`src/rtl/subframe_pkg.sv`:
```
// Shared definitions for the subframe link (used by both transmit and receive sides).
package subframe_pkg;

  localparam logic [7:0] SYNC0 = 8'hA5;
  localparam logic [7:0] SYNC1 = 8'h5A;

  // Width of the running checksum; carries beyond this are discarded.
  localparam int SUM_W = 8;

  typedef enum logic [2:0] {
    ST_HUNT0 = 3'd0,
    ST_HUNT1 = 3'd1,
    ST_HDR   = 3'd2,
    ST_DATA  = 3'd3,
    ST_SUM   = 3'd4
  } deframe_state_t;

  // Modulo-2^SUM_W accumulate of one received byte.
  function automatic logic [SUM_W-1:0] sum_add(input logic [SUM_W-1:0] acc,
                                               input logic [7:0]       b);
    logic [SUM_W-1:0] r;
    r = acc + SUM_W'(b);
    return r;
  endfunction

endpackage

```
`src/rtl/uart_byte_rx.sv`:
```
// 8N1 byte receiver: 2-FF synchronizer, start-bit glitch rejection and
// mid-bit sampling. Emits a one-cycle byte_valid at the stop-bit midpoint.
module uart_byte_rx #(
  parameter int CLK_PER_BIT = 434
) (
  input  logic       clock,
  input  logic       reset,
  input  logic       rx,
  output logic       byte_valid,
  output logic [7:0] rx_byte,
  output logic       stop_ok
);

  localparam int CNT_W = $clog2(CLK_PER_BIT);
  localparam logic [CNT_W-1:0] HALF_LAST = CNT_W'(CLK_PER_BIT / 2 - 1);
  localparam logic [CNT_W-1:0] FULL_LAST = CNT_W'(CLK_PER_BIT - 1);

  localparam logic [1:0] RX_IDLE  = 2'd0;
  localparam logic [1:0] RX_START = 2'd1;
  localparam logic [1:0] RX_DATA  = 2'd2;
  localparam logic [1:0] RX_STOP  = 2'd3;

  logic             sync1_q, sync2_q, prev_q;
  logic [1:0]       state_q, state_d;
  logic [CNT_W-1:0] cnt_q, cnt_d;
  logic [2:0]       bit_q, bit_d;
  logic [7:0]       shift_q, shift_d;
  logic             valid_q, valid_d;
  logic [7:0]       byte_q, byte_d;
  logic             stop_q, stop_d;

  assign byte_valid = valid_q;
  assign rx_byte    = byte_q;
  assign stop_ok    = stop_q;

  // Bring rx into the clock domain; prev_q gives a one-cycle-delayed copy for edge detection.
  always_ff @(posedge clock) begin
    if (reset) begin
      sync1_q <= 1'b1;
      sync2_q <= 1'b1;
      prev_q  <= 1'b1;
    end else begin
      sync1_q <= rx;
      sync2_q <= sync1_q;
      prev_q  <= sync2_q;
    end
  end

  // Bit-timing state machine: counts to the start midpoint, then one full bit per sample.
  always_comb begin
    state_d = state_q;
    cnt_d   = cnt_q + 1'b1;
    bit_d   = bit_q;
    shift_d = shift_q;
    valid_d = 1'b0;
    byte_d  = byte_q;
    stop_d  = stop_q;
    case (state_q)
      RX_IDLE: begin
        cnt_d = '0;
        if (prev_q && !sync2_q) state_d = RX_START;
      end
      RX_START: begin
        if (cnt_q == HALF_LAST) begin
          cnt_d = '0;
          bit_d = 3'd0;
          // A line already back high at mid-start is a glitch, not a byte.
          state_d = sync2_q ? RX_IDLE : RX_DATA;
        end
      end
      RX_DATA: begin
        if (cnt_q == FULL_LAST) begin
          cnt_d   = '0;
          shift_d = {sync2_q, shift_q[7:1]};
          bit_d   = bit_q + 3'd1;
          if (bit_q == 3'd7) state_d = RX_STOP;
        end
      end
      default: begin
        if (cnt_q == FULL_LAST) begin
          cnt_d   = '0;
          valid_d = 1'b1;
          byte_d  = shift_q;
          stop_d  = sync2_q;
          // Back to idle at mid-stop so a directly following start bit is caught.
          state_d = RX_IDLE;
        end
      end
    endcase
  end

  // Register receiver control and the captured byte.
  always_ff @(posedge clock) begin
    if (reset) begin
      state_q <= RX_IDLE;
      cnt_q   <= '0;
      bit_q   <= 3'd0;
      valid_q <= 1'b0;
      stop_q  <= 1'b0;
    end else begin
      state_q <= state_d;
      cnt_q   <= cnt_d;
      bit_q   <= bit_d;
      valid_q <= valid_d;
      stop_q  <= stop_d;
    end
    shift_q <= shift_d;
    byte_q  <= byte_d;
  end

endmodule

```
`src/rtl/subframe_rx.sv`:
```
// Subframe deframer: hunts for A5 5A, validates the header, assembles
// MSB-first 32-bit words into write pulses, and checks the trailing sum.
module subframe_rx
  import subframe_pkg::*;
#(
  parameter int CLK_PER_BIT = 434,
  parameter int WORDS       = 64,
  parameter int GAP_BITS    = 20
) (
  input  logic        clock,
  input  logic        reset,
  input  logic        rx,
  output logic        wr_en,
  output logic [7:0]  wr_addr,
  output logic [31:0] wr_data,
  output logic [3:0]  frame_cnt,
  output logic        frame_done,
  output logic        frame_ok,
  output logic        frame_err
);

  localparam int GAP_LIMIT = GAP_BITS * CLK_PER_BIT;
  localparam int GAP_W     = $clog2(GAP_LIMIT + 1);
  localparam logic [GAP_W-1:0] GAP_LAST  = GAP_W'(GAP_LIMIT - 1);
  localparam logic [7:0]       LAST_WORD = 8'(WORDS - 1);

  logic       byte_valid;
  logic [7:0] rx_byte;
  logic       stop_ok;

  uart_byte_rx #(
    .CLK_PER_BIT(CLK_PER_BIT)
  ) u_rx (
    .clock     (clock),
    .reset     (reset),
    .rx        (rx),
    .byte_valid(byte_valid),
    .rx_byte   (rx_byte),
    .stop_ok   (stop_ok)
  );

  deframe_state_t   state_q, state_d;
  logic [SUM_W-1:0] sum_q, sum_d;
  logic [1:0]       bcnt_q, bcnt_d;
  logic [7:0]       widx_q, widx_d;
  logic [31:0]      shift_q, shift_d;
  logic [GAP_W-1:0] gap_q, gap_d;
  logic             wr_en_q, wr_en_d;
  logic [7:0]       wr_addr_q, wr_addr_d;
  logic [31:0]      wr_data_q, wr_data_d;
  logic [3:0]       cnt_q, cnt_d;
  logic             done_q, done_d;
  logic             ok_q, ok_d;
  logic             err_q, err_d;
  logic             in_frame;

  assign in_frame   = (state_q == ST_HDR) || (state_q == ST_DATA) || (state_q == ST_SUM);

  assign wr_en      = wr_en_q;
  assign wr_addr    = wr_addr_q;
  assign wr_data    = wr_data_q;
  assign frame_cnt  = cnt_q;
  assign frame_done = done_q;
  assign frame_ok   = ok_q;
  assign frame_err  = err_q;

  // Deframer next state: sync hunt, header, payload words, checksum, and aborts.
  always_comb begin
    state_d   = state_q;
    sum_d     = sum_q;
    bcnt_d    = bcnt_q;
    widx_d    = widx_q;
    shift_d   = shift_q;
    gap_d     = in_frame ? gap_q + 1'b1 : '0;
    wr_en_d   = 1'b0;
    wr_addr_d = wr_addr_q;
    wr_data_d = wr_data_q;
    cnt_d     = cnt_q;
    done_d    = 1'b0;
    ok_d      = ok_q;
    err_d     = 1'b0;

    if (byte_valid) begin
      gap_d = '0;
      case (state_q)
        ST_HUNT0: begin
          if (stop_ok && rx_byte == SYNC0) state_d = ST_HUNT1;
        end
        ST_HUNT1: begin
          // Repeated A5 keeps us armed so "A5 A5 5A" still locks.
          if (stop_ok) begin
            if (rx_byte == SYNC1)      state_d = ST_HDR;
            else if (rx_byte != SYNC0) state_d = ST_HUNT0;
          end
        end
        ST_HDR: begin
          if (!stop_ok || rx_byte[7:4] != 4'h0) begin
            err_d   = 1'b1;
            state_d = ST_HUNT0;
          end else begin
            cnt_d   = rx_byte[3:0];
            sum_d   = SUM_W'(rx_byte);
            bcnt_d  = 2'd0;
            widx_d  = 8'd0;
            state_d = ST_DATA;
          end
        end
        ST_DATA: begin
          if (!stop_ok) begin
            err_d   = 1'b1;
            state_d = ST_HUNT0;
          end else begin
            shift_d = {shift_q[23:0], rx_byte};
            sum_d   = sum_add(sum_q, rx_byte);
            bcnt_d  = bcnt_q + 2'd1;
            if (bcnt_q == 2'd3) begin
              wr_en_d   = 1'b1;
              wr_addr_d = widx_q;
              wr_data_d = shift_d;
              if (widx_q == LAST_WORD) state_d = ST_SUM;
              else                     widx_d  = widx_q + 8'd1;
            end
          end
        end
        ST_SUM: begin
          if (!stop_ok) begin
            err_d   = 1'b1;
            state_d = ST_HUNT0;
          end else begin
            ok_d    = (rx_byte == sum_q);
            done_d  = 1'b1;
            state_d = ST_HUNT0;
          end
        end
        default: state_d = ST_HUNT0;
      endcase
    end else if (in_frame && gap_q == GAP_LAST) begin
      // Line went quiet mid-frame for too long.
      err_d   = 1'b1;
      gap_d   = '0;
      state_d = ST_HUNT0;
    end
  end

  // Register deframer control, outputs and the word/checksum accumulators.
  always_ff @(posedge clock) begin
    if (reset) begin
      state_q   <= ST_HUNT0;
      bcnt_q    <= 2'd0;
      widx_q    <= 8'd0;
      gap_q     <= '0;
      wr_en_q   <= 1'b0;
      wr_addr_q <= 8'd0;
      wr_data_q <= 32'd0;
      cnt_q     <= 4'd0;
      done_q    <= 1'b0;
      ok_q      <= 1'b0;
      err_q     <= 1'b0;
    end else begin
      state_q   <= state_d;
      bcnt_q    <= bcnt_d;
      widx_q    <= widx_d;
      gap_q     <= gap_d;
      wr_en_q   <= wr_en_d;
      wr_addr_q <= wr_addr_d;
      wr_data_q <= wr_data_d;
      cnt_q     <= cnt_d;
      done_q    <= done_d;
      ok_q      <= ok_d;
      err_q     <= err_d;
    end
    sum_q   <= sum_d;
    shift_q <= shift_d;
  end

endmodule

```
`config.mk`:
```
export PLATFORM = sky130hd
export DESIGN_NAME = subframe_rx
export DESIGN_NICKNAME = d
export VERILOG_FILES = /design/src/rtl/subframe_pkg.sv /design/src/rtl/uart_byte_rx.sv /design/src/rtl/subframe_rx.sv
export SDC_FILE = /design/constraint.sdc
export NUM_CORES = 1
export LEC_CHECK = 0
export ABC_CLOCK_PERIOD_IN_PS = 2700
export BUFFER_PORTS_ARGS = -buffer_cell sky130_fd_sc_hd__buf_4
export CAP_MARGIN = 20
export CORE_ASPECT_RATIO = 0.75
export CORE_MARGIN = 4
export CORE_UTILIZATION = 45
export CTS_BUF_LIST = sky130_fd_sc_hd__clkbuf_4
export DETAILED_ROUTE_END_ITERATION = 8
export GPL_ROUTABILITY_DRIVEN = 0
export GPL_TIMING_DRIVEN = 0
export PLACE_DENSITY_LB_ADDON = 0.2
export SLEW_MARGIN = 25
export SYNTH_ARGS = -nofsm -noshare
export SYNTH_HDL_FRONTEND = slang
export SYNTH_SLANG_ARGS = --single-unit
```
`constraint.sdc`:
```
create_clock -name clock -period 2.7 [get_ports clock]
set_input_delay 0.405 -clock clock [delete_from_list [all_inputs] [get_ports clock]]
set_output_delay 0.405 -clock clock [all_outputs]
set_load 0.02 [all_outputs]
```
* Word level (Yosys, flattened, before mapping)
Cells that the tools add are included.
Cells by class: bitwise operators 7, $add $sub $neg 6, multiplexer cells 43, reductions and logical operators 32, equal/unequal tests 29
Operator list (number):
- 8-bit two-way mux | 6
- 3-bit two-way mux | 11
- 8-bit case mux with 2 select lines | 2
- 2-bit two-way mux | 9
- 9-bit two-way mux | 2
- 9-bit case mux with 2 select lines | 1
- 14-bit by 1-bit adder with 14-bit output, second input constant | 1
- 14-bit == test, second input constant | 1
- 2-bit by 1-bit inequality test with 1-bit output, second input constant | 6
- 4-bit inequality test, second input constant | 3
- 3-bit case mux with 4 select lines | 1
- 3-bit AND reduction | 4
- 6-bit AND reduction | 2
- 4-bit OR reduction | 3
- 9-bit by 1-bit adder with 9-bit output, second input constant | 1
- 9-bit by 8-bit == test with 1-bit output, second input constant | 1
- 9-bit == test, second input constant | 1
- 8-bit by 1-bit adder with 8-bit output, second input constant | 1
- 8-bit adder | 1
- 8-bit by 6-bit == test with 1-bit output, second input constant | 1
- 8-bit by 7-bit == test with 1-bit output, second input constant | 1
- 8-bit == test | 1
- 8-bit == test, second input constant | 1
- 8-bit inequality test, second input constant | 1
- 28 further kinds | 55
Storage, ports and cells: flip-flop bits (word level) 142, input port bits 3

* Logic depth before layout (Yosys ltp)
Gate-level depths: netlist (run 1).
depth in word-level cells 6, depth in mapped cells 8, depth with buffers taken out 8

* Modules after synthesis
From an unflattened synthesis (run 1), not the netlist that was laid out.
Second synthesis, totals: cell total of the unflattened synthesis 580, area total of the unflattened synthesis 5838.1 sq um
Modules (own cells, without submodules):
- subframe_rx | sequential area each 2462.4 sq um, area each 4496.8 sq um, cells each 475, times used 1
- uart_byte_rx | sequential area each 860.8 sq um, area each 1341.3 sq um, cells each 105, times used 1

* Least setup slack after synthesis (run 1)
OpenSTA, ideal clock, no wires.
path type register -> register, start point register state_q[1], end point register wr_data_q[0] (netlist: wr_data[0]), buffers on the path 2, data arrival time 1.978 ns, setup time 0.132 ns, slack 0.590 ns, cell stages (with the launch flop) 9, period minus slack after synthesis 2.110 ns, path through dfxtp_1 -> clkbuf_1 -> and4b_1 -> nand2_1 -> inv_1 -> nand2_1 -> clkbuf_1 -> nand2_1 -> a21oi_1
On the way: word-level cells in the longest chain between the ends 2
RTL lines:
- start: declaration | RTL line subframe_rx.sv:42 | deframe_state_t state_q, state_d;
- start signal: assignment | RTL line subframe_rx.sv:160 | state_q <= state_d;
- 3-bit by 2-bit == test with 1-bit output | RTL line subframe_rx.sv:85 | case (state_q)
- 4-bit AND reduction (no source line)
- end signal: assignment | RTL line subframe_rx.sv:166 | wr_data_q <= wr_data_d;
- end: declaration | RTL line subframe_rx.sv:50 | logic [31:0] wr_data_q, wr_data_d;
Every way passes these cells. A chain may end at the register's enable or synchronous reset.

* Worst setup path in the final report (run 1)
start point register state_q[1], end point register wr_data_q[17] (netlist: wr_data[17])
Same word-level chain as after synthesis.

==> results.toml, run 1 <==
[yosys]
synth_top_area_share = 0.322
synth_cells = 580
synth_area_leader_cell = "dfxtp_1"
yosys.cell_types.count = 60
postSynth.asyncResetShare = 0
synth_warnings = 0
yosys_most_used_dff = "dfxtp_1"
synth.most_common_cell = "nand2_1"
synth-seq-cells = 142
syn_avg_cell_area_um2 = 10.1
synth_commonest_cells = "nand2_1, dfxtp_1, a21oi_1"
ys_seq_area_frac = 0.568
synth_area_um2 = 5850
synth-edff-count = 48
synthTopCellsByArea = "dfxtp_1, edfxtp_1, nand2_1, a21oi_1, ha_1"
syn-num-nets = 603

[cts]
clkLatencyLatePin_ns = 0.56
clockRootBuffer = "clkbuf_4"
cts_tree = "built"
clk_pin_slew_ns = 0.13
clock_sinks = 142
cts_buffers = 17
cts_max_level = 4
clock_path_buffers = 2

[power]
seqPwrFrac = 0.580
comb_power_share = 0.047
power_w = 0.00385
internal_power_w = 0.00286
swShare = 0.256
p_per_area_nw_per_um2 = 570
p_leak_nw = 2.35
vdd_ir_drop_max_uv = 294
p_switching_w = 0.000985
pwr-share-clk = 0.373

[finish]
fillers = 1125
area_delta_synth_final_pct = 15.4
antenna_cells = 0
drive_gt1_frac = 0.160
utilization = 0.541
nets = 673

[route]
drt_iter0_markers = 258
wl_met3_um = 664
wl_met1_mm = 5.90
drc = 0
wl_met2_mm = 5.53
drtPass1Iterations = 5
top_layer_used = "met4"
num_vias = 4358
wire_per_inst_um = 14.8
avgViaCountPerCell = 5.26
drt-total-wl_mm = 12.3
ant_nets = 0

[critical_path]
start_kind = "register"
crit_path_start = "state_q[1]"
critical_path_arrival_ns = 2.95
r2r_start = "state_q[1]"
critPathMaxFanout = 13
critPathKind = "reg2reg"
cp-end-kind = "register"
cp.required_ns = 3.19

[worst_hold_path]
holdCritStartpoint = "reset"
hold_path_class = "in2reg"

[timing]
hold_slack_ns = 0.342
worst_pin_slew_ns = 0.841
rsz0062_at_grt = "false"
slew_violations = 0
min_period_ns = 2.46
final-hold-violation-count = 0
setup_tns_ns = 0
fin_skew_ns = 0.0242
max_freq_mhz = 406
fin_ws_ns = 0.237
relSlewSlack = 0.432
setup_viol = 0
period_share = 0.912

[die]
die_area_um2 = 14900
die_h_um = 107
initial_core_util = 0.469
die_w_um = 140
io_pins = 51
core_um2 = 12500
rows = 35

[grt]
overflow = 0
grt_pass1_vias = 4267
grt_pass1_wl_mm = 20.7
antenna_found_initial = 0
grt_max_degree = 17
grt_usage = 0.172

[run]
cap_violations = 0

[place]
post-place-ws_ns = -0.175
io_buffer_count = 49
dp_hpwl_mm = 8.64

[status]
status = "completed"
==> timing repair <==
| action | CTS | global route |
|---|---|---|
| setup buffers | 0 | 0 |
| resized for setup | 1 | 0 |
| hold endpoints to repair | 1 | 0 |
| hold buffers | 1 | 0 |
| setup endpoints to repair | 40 | 0 |
==> critical path: stages (launching register included) <==
cell and delay, ns:
dfxtp_1 0.32, clkbuf_1 0.17, and4b_1 0.29, nand2_1 0.24, clkinvlp_4 0.36, nand2_1 0.30
clkbuf_1 0.41, nand2_1 0.12, a21oi_1 0.17
==> flip-flops by register name, indices dropped and copies added (netlist names), 2 cells and up <==
register	count
wr_data	32
shift_q	24
gap_q	14
u_rx.cnt_q	9
sum_q	8
u_rx.rx_byte	8
u_rx.shift_q	8
widx_q	8
wr_addr	8
frame_cnt	4
state_q	3
u_rx.bit_q	3
bcnt_q	2
u_rx.state_q	2
==> stage by stage <==
| stage | std cells | instance area, um2 |
|---|---|---|
| floorplan | 580 | 5850 |
| global placement | 795 | 6430 |
| detailed placement | 795 | 6430 |
| CTS | 829 | 6750 |
| global route | 829 | 6750 |
| finish | 829 | 6750 |
==> cells by family after synthesis <==
family | after synthesis | synth area share
AND/OR/NAND/NOR | 243 | 0.208
flip-flops | 142 | 0.568
AO/OA/AOI/OAI | 101 | 0.102
buffers and inverters | 41 | 0.0269
XOR/XNOR | 26 | 0.0389
adder cells (fa/ha/maj) | 20 | 0.0441
multiplexers | 7 | 0.0128
==> routing by layer <==
layer,track usage,vias to the layer above
met2,0.269,108
met3,0.0473,19
met4,0.0664,0
met1,0.229,2057
met5,0,-
li1,-,2174
==> area by class of cell <==
| cell class | count | area (um2) | area share |
|---|---|---|---|
| Timing Repair Buffer | 50 | 378 | 0.0560 |
| Buffer | 24 | 93.8 | 0.0139 |
| Sequential cell | 142 | 3320 | 0.492 |
| Multi-Input combinational cell | 397 | 2370 | 0.351 |
| Clock buffer | 17 | 128 | 0.0189 |
| Tap cell | 166 | 208 | 0.0308 |
| Timing Repair inverter | 1 | 5.00 | 0.000741 |
| Clock inverter | 15 | 179 | 0.0265 |
| Inverter | 17 | 67.6 | 0.0100 |
==> power by group through the flow <==
stage                     Clock, W  Sequential [W]  Combinational (W)
final                      0.00143         0.00223           0.000183
after global routing       0.00157         0.00224           0.000211
after CTS                  0.00148         0.00223           0.000184
after detailed placement         0         0.00228           0.000182
after global placement           0         0.00228           0.000178
after floorplan                  0         0.00227           0.000144
==> cell usage in the layout, fill, tap and decap left out, types with 3 or more instances in the layout <==
master,instances
nor3b_1,3
xor2_1,9
buf_2,3
inv_6,3
inv_8,3
a21oi_1,55
xnor2_1,17
or2_2,6
and3_1,5
ha_1,19
nand2_1,105
nor2_1,54
and2_1,4
or4_1,4
nand4_1,7
a211oi_1,4
clkinvlp_4,3
inv_1,16
clkbuf_1,20
clkbuf_4,17
edfxtp_1,48
buf_4,49
nor3_1,7
dfxtp_1,94
nand3_1,15
nand2b_1,6
o21ai_0,17
mux2i_1,6
clkinv_4,5
==> path summary, 6_finish.rpt <==
| kind | to | slack, ns | depth (start not counted) |
|---|---|---|---|
| max reg2reg | wr_data[17] | 0.24 | 8 |
| max | wr_data[17] | 0.24 | 8 |
| min reg2reg | u_rx.sync2_q | 0.43 | 1 |
| min | state_q[0] | 0.34 | 3 |
Note: power is estimated with default switching activity, not from simulation.
==> inputs of run 2 (changes only) <==
--- a/config.mk
+++ b/config.mk
@@ -5,6 +5,7 @@
 export SDC_FILE = /design/constraint.sdc
 export NUM_CORES = 1
 export LEC_CHECK = 0
+export ABC_AREA = 1
 export ABC_CLOCK_PERIOD_IN_PS = 2700
 export BUFFER_PORTS_ARGS = -buffer_cell sky130_fd_sc_hd__buf_4
 export CAP_MARGIN = 20
==> run 2 against run 1 <==
Effect of this change: clock-buffer cell count up 1; fmax up 23%; largest cell class unchanged; synthesized area up 2.2%; critical path type unchanged; critical endpoint is now sum_q[4]; routed wire length up 3.2%.
==> results.toml, run 2 <==
[yosys]
ys_seq_area_frac = 0.556
synth-seq-cells = 142
synth_warnings = 0
synthXorXnorAreaFrac = 0.0205
synth_commonest_cells = "nor2_1, nand2_1, dfxtp_1"
synth-edff-count = 48
synth_compound_area_frac = 0.0927
synthSimpleGateAreaFrac = 0.230
postSynth.asyncResetShare = 0
syn_avg_cell_area_um2 = 8.88
yosys.cell_types.count = 38
synth_mux_area_frac = 0
syn-num-nets = 696
synth_top_area_share = 0.315
yosys_most_used_dff = "dfxtp_1"
synth_area_um2 = 5980
synth_cells = 673
synthTopCellsByArea = "dfxtp_1, edfxtp_1, nor2_1, nand2_1, ha_1"
synth_area_leader_cell = "dfxtp_1"
synth.most_common_cell = "nor2_1"
synthAdderAreaFrac = 0.0431
synth_top_family_by_area = "simple AND/OR/NAND/NOR gates"

[place]
post-place-cells = 894
io_buffer_count = 50
dpl_cell_area_um2 = 6570
dp_hpwl_mm = 9.26

[power]
internal_power_w = 0.00282
vdd_ir_drop_max_uv = 313
p_per_area_nw_per_um2 = 544
seqPwrFrac = 0.598
swShare = 0.243
pwr-share-clk = 0.363
p_switching_w = 0.000905
power_w = 0.00372
comb_power_share = 0.039
p_leak_nw = 2.71

[cts]
clk_pin_slew_ns = 0.12
cts_max_level = 4
clkLatencyLatePin_ns = 0.53
cts_setup_buffers = 0
clockRootBuffer = "clkbuf_4"
cts_buffers = 17
cts_tree = "built"
clock_path_buffers = 2
cts_resized = 0
holdBufCountCts = 0
clock_sinks = 142

[timing]
hold_slack_ns = 0.0684
max_freq_mhz = 500
slew_violations = 0
setup_tns_ns = 0
worst_pin_slew_ns = 0.773
final-hold-violation-count = 0
fin_skew_ns = 0.0236
min_period_ns = 2.00
relSlewSlack = 0.483
setup_viol = 0
rsz0062_at_grt = "false"
period_share = 0.741

[critical_path]
critical_path_arrival_ns = 2.37
cp.required_ns = 3.07
reg2reg_to = "sum_q[4]"
crit_end = "sum_q[4]"
crit_cells = 6
critical-path-top-delay-family = "flip-flops"
crit_path_start = "u_rx.rx_byte[1]"
max_stage_delay_ns = 0.55
cp-end-kind = "register"
critPathBufInv = 2
critPathKind = "reg2reg"
worstPathCellList = "inv_1 > fa_1 > inv_1 > a31oi_1 > or2_2 > a31oi_1"
reg2regPathDepth = 6
critPathMaxFanout = 6
reg2reg_slack_ns = 0.70
cp_slowest_cell = "edfxtp_1"
r2r_start = "u_rx.rx_byte[1]"
start_kind = "register"

[die]
rows = 36
io_pins = 51
die_h_um = 108
die_w_um = 141
core_um2 = 13000
initial_core_util = 0.459
die_area_um2 = 15200

[finish]
antenna_cells = 0
seq_area_um2 = 3320
area_delta_synth_final_pct = 14.5
multi_input_area_um2 = 2310
largest_reg_flops = 32
drive_gt1_frac = 0.154
mostFrequentLayoutCell = "nor2_1"
fillers = 1196
final_cells = 926
final_cell_mix = "nor2_1, nand2_1, dfxtp_1, inv_1, buf_4"
nets = 765
final_area_um2 = 6850

[route]
drt-total-wl_mm = 12.7
wire_per_inst_um = 13.7
drt_iter0_markers = 280
ant_nets = 0
avgViaCountPerCell = 5.03
num_vias = 4656
drtPass1Iterations = 6
drc = 0

[status]
status = "completed"

[grt]
antenna_found_initial = 0
grt_usage = 0.176
grt_max_degree = 28
grt_pass1_vias = 4422
overflow = 0
grt_pass1_wl_mm = 21.2

[worst_hold_path]
holdCritStartpoint = "rx"
hold_path_class = "in2reg"

[run]
cap_violations = 0
-- run 2: cell types whose count changed after synthesis, moves of 6 or more --
cell	before	now
o21ai_0	17	45
o21ai_1	0	11
nand3_1	15	30
clkbuf_1	20	10
xnor2_1	17	3
nor3_1	7	14
nor2_1	54	127
inv_1	17	55
mux2i_1	6	0
nand2b_1	6	0
a21oi_1	55	33
-- run 2: how the worst min path moves through the flow --
| stage | endpoint | slack, ns | depth (start not counted) |
|---|---|---|---|
| after CTS | u_rx.sync1_q | 0.02 | 2 |
| after global routing | u_rx.sync1_q | 0.02 | 2 |
| final | u_rx.sync1_q | 0.07 | 2 |
| after floorplan | u_rx.sync2_q | 0.39 | 1 |
| after global placement | u_rx.sync2_q | 0.40 | 1 |
| after detailed placement | u_rx.sync2_q | 0.41 | 1 |
-- run 2: final cells by class --
cell class	count	share of cell area
Buffer	18	0.0155
Clock buffer	18	0.0197
Clock inverter	14	0.0208
Inverter	62	0.0345
Multi-Input combinational cell	451	0.338
Sequential cell	142	0.485
Tap cell	171	0.0313
Timing Repair Buffer	50	0.0548
-- run 2: stage by stage --
stage / utilization / setup WS (ns)
2_1_floorplan: - / 0.962
3_3_place_gp: 0.505 / 0.594
3_5_place_dp: 0.505 / 0.620
4_1_cts: 0.526 / 0.732
5_1_grt: 0.526 / 0.514
6_report: 0.526 / 0.699
-- run 2: power by group through the flow --
stage	Combinational, W	Clock, W	Sequential [W]
floorplan	0.000109	0	0.00227
finish	0.000146	0.00135	0.00222
detailed placement	0.000148	0	0.00227
CTS	0.000149	0.00138	0.00222
global placement	0.000139	0	0.00227
global route	0.000173	0.00147	0.00223
-- run 2: logic make-up (layout without fill, tap and decap cells) --
logic type               Yosys count  count (layout)
buffers and inverters             80             162
adder cells (fa/ha/maj)           20              20
flip-flops                       142             142
AND/OR/NAND/NOR                  314             314
XOR/XNOR                          14              14
AO/OA/AOI/OAI                    103             103
-- run 2: per-layer routing --
metal / vias to the layer above / routed length (um) / track usage
met5: - / 0 / 0
met4: 0 / 177 / 0.0664
met3: 19 / 725 / 0.0435
met2: 122 / 5400 / 0.263
met1: 2149 / 6380 / 0.246
li1: 2366 / - / -
